`src/rtl/id_ex_pipe_reg.sv`:
```
// ID/EX pipeline register with valid/ready handshake, flush-to-bubble and a saturating stall counter.
// Latency 1 cycle; `ID_EX_SKID_EN adds a skid entry so in_ready is registered (no path from out_ready).
module id_ex_pipe_reg #(
   parameter int DATA_W = 32,
   parameter int REG_AW = 5,
   parameter int CTL_W  = 10,
   parameter int CNT_W  = 16
) (
   input  logic              clk,
   input  logic              rst_n,
   input  logic              flush,
   input  logic              in_valid,
   output logic              in_ready,
   input  logic [CTL_W-1:0]  in_ctl,
   input  logic [REG_AW-1:0] in_rt,
   input  logic [REG_AW-1:0] in_rd,
   input  logic [DATA_W-1:0] in_imm,
   input  logic [DATA_W-1:0] in_pc,
   input  logic [DATA_W-1:0] in_rd1,
   input  logic [DATA_W-1:0] in_rd2,
   output logic              out_valid,
   input  logic              out_ready,
   output logic              RegDst,
   output logic              ALUSrc,
   output logic              Branch,
   output logic [1:0]        ALUOp,
   output logic [CTL_W-6:0]  out_ctl,
   output logic [REG_AW-1:0] out_rt,
   output logic [REG_AW-1:0] out_rd,
   output logic [DATA_W-1:0] out_imm,
   output logic [DATA_W-1:0] out_pc,
   output logic [DATA_W-1:0] out_rd1,
   output logic [DATA_W-1:0] out_rd2,
   output logic [CNT_W-1:0]  stall_cnt
);

   typedef struct packed {
      logic [CTL_W-1:0]  ctl;
      logic [REG_AW-1:0] rt;
      logic [REG_AW-1:0] rd;
      logic [DATA_W-1:0] imm;
      logic [DATA_W-1:0] pc;
      logic [DATA_W-1:0] rd1;
      logic [DATA_W-1:0] rd2;
   } ent_t;

   localparam logic [CNT_W-1:0] CNT_ONE = {{(CNT_W-1){1'b0}}, 1'b1};

   ent_t             w_in;
   ent_t             r_out;
   logic             r_out_vld;
   logic             w_accept;
   logic             w_consume;
   logic [CNT_W-1:0] r_stall_cnt;

   assign w_in      = {in_ctl, in_rt, in_rd, in_imm, in_pc, in_rd1, in_rd2};
   assign w_consume = r_out_vld & out_ready;

`ifdef ID_EX_SKID_EN
   ent_t r_skid;
   logic r_skid_vld;

   assign in_ready = ~r_skid_vld;
   assign w_accept = in_valid & ~r_skid_vld;

   // Skid is only ever occupied behind a valid output entry, so order is output then skid.
   always_ff @(posedge clk or negedge rst_n) begin
      if (!rst_n) begin
         r_out      <= '0;
         r_out_vld  <= 1'b0;
         r_skid     <= '0;
         r_skid_vld <= 1'b0;
      end else if (flush) begin
         r_out_vld  <= 1'b0;
         r_out.ctl  <= '0;
         r_skid_vld <= 1'b0;
      end else if (r_skid_vld) begin
         if (w_consume) begin
            r_out      <= r_skid;
            r_skid_vld <= 1'b0;
         end
      end else if (w_accept) begin
         if (!r_out_vld || w_consume) begin
            r_out     <= w_in;
            r_out_vld <= 1'b1;
         end else begin
            r_skid     <= w_in;
            r_skid_vld <= 1'b1;
         end
      end else if (w_consume) begin
         r_out_vld <= 1'b0;
         r_out.ctl <= '0;
      end
   end
`else
   assign in_ready = ~r_out_vld | out_ready;
   assign w_accept = in_valid & in_ready;

   // Control is zeroed whenever the entry dies so a bubble can never write or branch.
   always_ff @(posedge clk or negedge rst_n) begin
      if (!rst_n) begin
         r_out     <= '0;
         r_out_vld <= 1'b0;
      end else if (flush) begin
         r_out_vld <= 1'b0;
         r_out.ctl <= '0;
      end else if (w_accept) begin
         r_out     <= w_in;
         r_out_vld <= 1'b1;
      end else if (w_consume) begin
         r_out_vld <= 1'b0;
         r_out.ctl <= '0;
      end
   end
`endif

   always_ff @(posedge clk or negedge rst_n) begin
      if (!rst_n) begin
         r_stall_cnt <= '0;
      end else if (r_out_vld && !out_ready && !(&r_stall_cnt)) begin
         r_stall_cnt <= r_stall_cnt + CNT_ONE;
      end
   end

   assign out_valid = r_out_vld;
   assign RegDst    = r_out.ctl[CTL_W-1];
   assign ALUSrc    = r_out.ctl[CTL_W-2];
   assign ALUOp     = r_out.ctl[CTL_W-3 -: 2];
   assign Branch    = r_out.ctl[CTL_W-5];
   assign out_ctl   = r_out.ctl[CTL_W-6:0];
   assign out_rt    = r_out.rt;
   assign out_rd    = r_out.rd;
   assign out_imm   = r_out.imm;
   assign out_pc    = r_out.pc;
   assign out_rd1   = r_out.rd1;
   assign out_rd2   = r_out.rd2;
   assign stall_cnt = r_stall_cnt;

endmodule
```
`config.mk`:
```
export PLATFORM = sky130hd
export DESIGN_NAME = id_ex_pipe_reg
export DESIGN_NICKNAME = d
export VERILOG_FILES = /design/src/rtl/id_ex_pipe_reg.sv
export SDC_FILE = /design/constraint.sdc
export NUM_CORES = 1
export LEC_CHECK = 0
export BUFFER_PORTS_ARGS = -buffer_cell sky130_fd_sc_hd__clkbuf_2
export CAP_MARGIN = 20
export CORE_ASPECT_RATIO = 0.5
export CORE_UTILIZATION = 49
export DETAILED_ROUTE_END_ITERATION = 10
export HOLD_SLACK_MARGIN = 0.15
export PLACE_DENSITY_LB_ADDON = 0.2
export SYNTH_ARGS = -nofsm -noshare
export SYNTH_HDL_FRONTEND = slang
export SYNTH_SLANG_ARGS = --single-unit
```
`constraint.sdc`:
```
create_clock -name clk -period 3.1 [get_ports clk]
set_input_delay 0.31 -clock clk [delete_from_list [all_inputs] [get_ports clk]]
set_output_delay 0.31 -clock clk [all_outputs]
set_load 0.02 [all_outputs]
```
==> out/results.tsv, run 1 <==
metric	value	unit
overall power	6.69	mW
GPL Wtd Cong	0.833	
vias in the first global route	5322	
synthesized cell area	6370	µm²
Detail Route Antenna Nets	0	
vias per inst	4.93	
Multi-input gate area	2080	µm²
CTS tree	built	
post-placement setup slack	1.00	ns
first-pass GRT wire length	26.5	mm
clk sink count	165	
Worst Path Arrival	2.42	ns
Tcrit/Tclk final	69.0	%
status	completed	
die height	82.6	µm
DRC Markers	0	
critical path type	register to register	
CTS Buf Count	17	
R2R depth	4	
Total GRT Usage	25.8	%
worst-margin pin slew	0.770	ns
routed len/inst	16.8	µm
YS warnings	0	
area grow syn2layout	61.0	%
sequential area share after synthesis	64.8	%
Worst Path Required	3.38	ns
Finish-stage setup viols	0	
fin. max-slew vios	0	
r2r setup slk	0.96	ns
Final WS setup	0.963	ns
syn nets	549	
PwrDens	653	nW/µm²
worst skew pair latency	0.41	ns
Filler cells	710	
Post-DP HPWL	10.8	mm
critical hold path startpoint	out_ready	
Post-CTS Resized	0	
GRT overflow	0	
min Tclk post-route	2.14	ns
Reg2Reg Capture Point	out_rd2[8]	
register area	4130	µm²
Worst setup SP type	register	
Worst-path clk slew	0.07	ns
Avg Cell Area, Syn	16.1	µm²
# nets final	1025	
post-synthesis cell count	395	
drt initial violations	210	
Final Skew	0.0106	ns
via count	5199	
Yosys reg bits	165	
IO Port Bufs	318	
leakage	4.98	nW
max-cap violation count	0	
crit end category	register	
core area	12700	µm²
Root Buffer	clkbuf_16	
Die Area	13500	µm²
setup TNS	0	ns
Routed WL	17.8	mm
largest net degree at the start of global routing	88	
highest clock rate	468	MHz
Clock Path Buffers	2	
antenna violations before repair	0	
Hold EP	stall_cnt[5]	
reg-to-reg startpoint	out_valid	
CP Max Fanout	61	
VDD IR max	471	µV
unrepaired setup endpoints after global routing	false	
share of cells above drive strength 1	56.4	%
starting density of the core	50.3	%
worst relative slew slack	48.7	%
Hold Vio Cnt, Final	0	
count of cell types in the netlist	32	
hold path depth	4	
Ports	319	
H-tree depth	4	
HP Class	input pin to register	
row cnt	29	
TritonRoute pass-1 iters	4	
chip width	163	µm
==> layer usage <==
layer / global-route usage (%) / up-vias / share of wire, %
met2: 47.5 / 165 / 54
li1: - / 2368 / -
met1: 29.4 / 2629 / 39
met4: 11.2 / 0 / 2.3
met3: 5.74 / 37 / 5.3
met5: 0 / - / 0
==> critical path: stages, from the launching register on <==
cell,delay [ns]
dfrtp_1,0.40
nor2b_1,0.24
nor3b_4,0.27
buf_4,0.64
mux2_2,0.42
==> cell families (layout without fill, tap and decap cells) <==
| family | count (synthesis) | count (layout) | synth area share [%] |
|---|---|---|---|
| simple gates | 41 | 41 | 3.87 |
| compound gates | 19 | 19 | 2.32 |
| other cells | 0 | 1 | 0 |
| xor+xnor | 8 | 8 | 1.10 |
| fa+ha+maj | 1 | 1 | 0.196 |
| mux | 142 | 142 | 25.1 |
| buf+inv | 19 | 508 | 2.55 |
| flops | 165 | 165 | 64.8 |
==> cell usage in the layout (no fill, tap or decap), drive strengths merged, types with 2 or more instances in the layout <==
master	Yosys	final
nor3b	2	2
a21oi	4	4
o21ai	2	2
bufinv	0	4
xnor2	3	3
and3	2	2
nor2	7	7
clkinvlp	0	3
inv	2	7
dlygate4sd3	0	151
mux2	140	140
nand2	7	7
xor2	5	5
a22o	10	10
mux2i	2	2
buf	17	6
dfrtp	165	165
and4	3	3
nand4	6	6
clkbuf	0	337
nor3	5	5
o311ai	2	2
nand3	5	5
==> worst max path at each step <==
stage,cells after the start,slack [ns],end,start
floorplan,5,1.24,stall_cnt[1],stall_cnt[0]
global placement,4,1.05,out_pc[23],out_valid
detailed placement,4,1.00,out_pc[8],out_valid
CTS,4,0.97,out_imm[14],out_valid
global route,4,0.82,out_imm[14],out_valid
finish,4,0.96,out_rd2[8],out_valid
==> layout make-up <==
type	count	area share, %
Clock buffer	20	4.45
Tap cell	170	2.07
Inverter	2	0.0732
Timing Repair Buffer	474	30.9
Clock inverter	12	1.84
Antenna cell	1	0.0244
Multi-Input combinational cell	211	20.3
Sequential cell	165	40.3
==> state kept, by name (all words and copies together), names as in the netlist <==
name       cells
Branch         1
ALUSrc         1
out_rd2       32
out_rd         5
out_rt         5
stall_cnt     16
out_ctl        5
RegDst         1
out_valid      1
ALUOp          2
out_rd1       32
out_pc        32
out_imm       32
==> synthesized netlist by cell type, drive strengths merged <==
library cell | n | area [µm²]
nor2 | 7 | 26.3
a21oi | 4 | 23.8
mux2i | 2 | 20.0
and3 | 2 | 12.5
or3 | 1 | 6.26
nand3 | 5 | 30.0
a22o | 10 | 87.6
nor2b | 1 | 6.26
o311ai | 2 | 17.5
nor3b | 2 | 20.0
xnor2 | 3 | 26.3
ha | 1 | 12.5
mux2 | 140 | 1580
nand4b | 1 | 8.76
buf | 17 | 155
nand4 | 6 | 37.5
nor3 | 5 | 25.0
o22a | 1 | 8.76
nand2 | 7 | 26.3
inv | 2 | 7.50
nor4 | 1 | 21.3
o21ai | 2 | 10.0
xor2 | 5 | 43.8
dfrtp | 165 | 4130
and4 | 3 | 26.3
==> where the power goes <==
group          switching [mW]  leakage [nW]  total (mW)  internal [mW]
clock                   0.874         0.306        2.28           1.41
combinational           0.909          2.70        1.64          0.735
sequential              0.252          1.97        2.76           2.51
total                    2.04          4.98        6.69           4.66
==> per-stage QoR <==
step / cell area, µm² / hold slack [ns] / cells / util [%]
6_report: 10300 / 0.378 / 1055 / 81.0
5_1_grt: 10200 / 0.419 / 1054 / 80.9
4_1_cts: 10200 / 0.150 / 1052 / 80.8
3_5_place_dp: 8090 / 0.386 / 871 / 63.9
3_3_place_gp: 8090 / 0.383 / 871 / 63.9
2_1_floorplan: 6370 / 0.0144 / 395 / -
==> timing repair <==
item                      CTS  global route
buffers inserted            0             0
hold endpoints to repair  220             2
hold buffers              149             2
Power figures use the tool's default switching activity.
==> inputs of run 2 (changes only) <==
--- a/config.mk
+++ b/config.mk
@@ -8,7 +8,7 @@
 export BUFFER_PORTS_ARGS = -buffer_cell sky130_fd_sc_hd__clkbuf_2
 export CAP_MARGIN = 20
 export CORE_ASPECT_RATIO = 0.5
-export CORE_UTILIZATION = 49
+export CORE_UTILIZATION = 46
 export DETAILED_ROUTE_END_ITERATION = 10
 export HOLD_SLACK_MARGIN = 0.15
 export PLACE_DENSITY_LB_ADDON = 0.2
==> constraint.sdc (replaced) <==
create_clock -name clk -period 1.98 [get_ports clk]
set_input_delay 0.198 -clock clk [delete_from_list [all_inputs] [get_ports clk]]
set_output_delay 0.198 -clock clk [all_outputs]
set_load 0.02 [all_outputs]
==> out/results.tsv, run 2 (same netlist as run 1, synthesis figures left out) <==
metric	value	unit
row cnt	29	
setup TNS	0	ns
leakage	5.02	nW
GRT overflow	0	
Root Buffer	clkbuf_16	
Final Skew	0.0109	ns
IO Port Bufs	318	
VDD IR max	684	µV
CP Max Fanout	69	
worst relative slew slack	74.0	%
status	completed	
worst-margin pin slew	0.390	ns
WHS	0.195	ns
critical path type	register to register	
Tcrit/Tclk final	91.9	%
area grow syn2layout	61.9	%
post-placement setup slack	0.114	ns
Post-DP HPWL	11.0	mm
first-pass GRT wire length	28.5	mm
Total GRT Usage	25.7	%
DRC Markers	0	
starting density of the core	48.8	%
largest net degree at the start of global routing	70	
CTS Buf Count	17	
max-cap violation count	0	
vias in the first global route	5633	
commonest non-fill, non-tap cell in the layout	clkbuf_2	
final core utilization	78.9	%
max incr delay on CP	0.40	ns
crit end category	register	
Worst setup SP type	register	
Finish-stage setup viols	0	
clk sink count	165	
PwrDens	983	nW/µm²
Routed WL	17.6	mm
core area	13100	µm²
worst skew pair latency	0.41	ns
routed len/inst	16.6	µm
CTS tree	built	
Clock Path Buffers	2	
drt initial violations	242	
setup bufs post-CTS	0	
highest clock rate	549	MHz
Worst Path Arrival	2.11	ns
TritonRoute pass-1 iters	4	
fin. max-slew vios	0	
min Tclk post-route	1.82	ns
Hold Vio Cnt, Final	0	
GPL Wtd Cong	0.873	
H-tree depth	4	
Die Area	14300	µm²
most frequent cells in the layout	clkbuf_2 (317), dfrtp_1 (165), dlygate4sd3_1 (151)	
CP cell instances	nor2b_2, nor3b_4, buf_12, mux2_2	
# nets final	1036	
Worst-path clk slew	0.07	ns
Worst Path Required	2.27	ns
via count	5171	
die height	85.2	µm
chip width	168	µm
vias per inst	4.86	
Max stage delay cell, worst path	mux2_2	
Antenna Cells	0	
Ports	319	
unrepaired setup endpoints after global routing	false	
HP Class	input pin to register	
share of cells above drive strength 1	57.1	%
Final WS setup	0.160	ns
Detail Route Antenna Nets	0	
antenna violations before repair	0	
==> run 2: cell count changes in the layout (fill, tap and decap cells not counted) <==
cell / previous run / this run
bufinv_16: 4 / 1
inv_8: 1 / 0
buf_4: 3 / 10
nor2b_2: 0 / 1
clkbuf_8: 2 / 0
nor2b_1: 1 / 0
clkinv_4: 0 / 5
inv_6: 4 / 6
diode_2: 1 / 0
buf_12: 2 / 6
clkinvlp_4: 3 / 2
==> run 2: area by class of cell <==
class | count | area, µm²
clock buffers | 18 | 429
clock inverters | 14 | 141
fillers | 836 | 2750
inverters | 2 | 7.51
multi-input cells | 211 | 2090
flip-flops and latches | 165 | 4130
well taps | 170 | 213
repair buffers | 485 | 3300
==> run 2: final timing paths <==
kind | start | cells past startpoint | slack, ns | end
setup / recovery | out_valid | 4 | 0.16 | out_imm[13]
hold / removal | out_ready | 4 | 0.20 | stall_cnt[6]
setup reg to reg | out_valid | 4 | 0.16 | out_imm[13]
hold reg to reg | out_rt[0] | 1 | 0.51 | out_rt[0]
max in group asynchronous | rst_n | 3 | 1.05 | out_rd1[3]
min in group asynchronous | rst_n | 2 | 0.26 | out_imm[16]
==> run 2: layer usage <==
layer,wire (µm),track usage (%)
met1,6620,28.3
met2,9780,49.1
met3,889,5.22
met4,350,9.83
met5,0,0
==> run 2: through the flow <==
step | area [µm²] | power, mW | cells
after floorplan | 6370 | 5.68 | 395
final | 10300 | 10.1 | 1065
after detailed placement | 8230 | 6.72 | 882
after global routing | 10300 | 10.6 | 1065
after CTS | 10300 | 10.2 | 1065
after global placement | 8230 | 6.65 | 882
==> run 2: worst max-delay path, delay by kind of cell, from the launching register on <==
kind | cells | cell delay (ns)
flops | 1 | 0.39
mux | 1 | 0.40
simple gates | 2 | 0.51
buf+inv | 1 | 0.35
==> run 2: where the power goes <==
part	internal [mW]	switching, mW
combinational	1.20	1.45
clock	1.77	1.43
sequential	3.93	0.351
==> run 2: timing repair <==
action	in CTS	in global routing
gates resized for setup	0	1
setup endpoints to repair	0	6
endpoints found under the hold margin	314	0
hold buffers	151	0
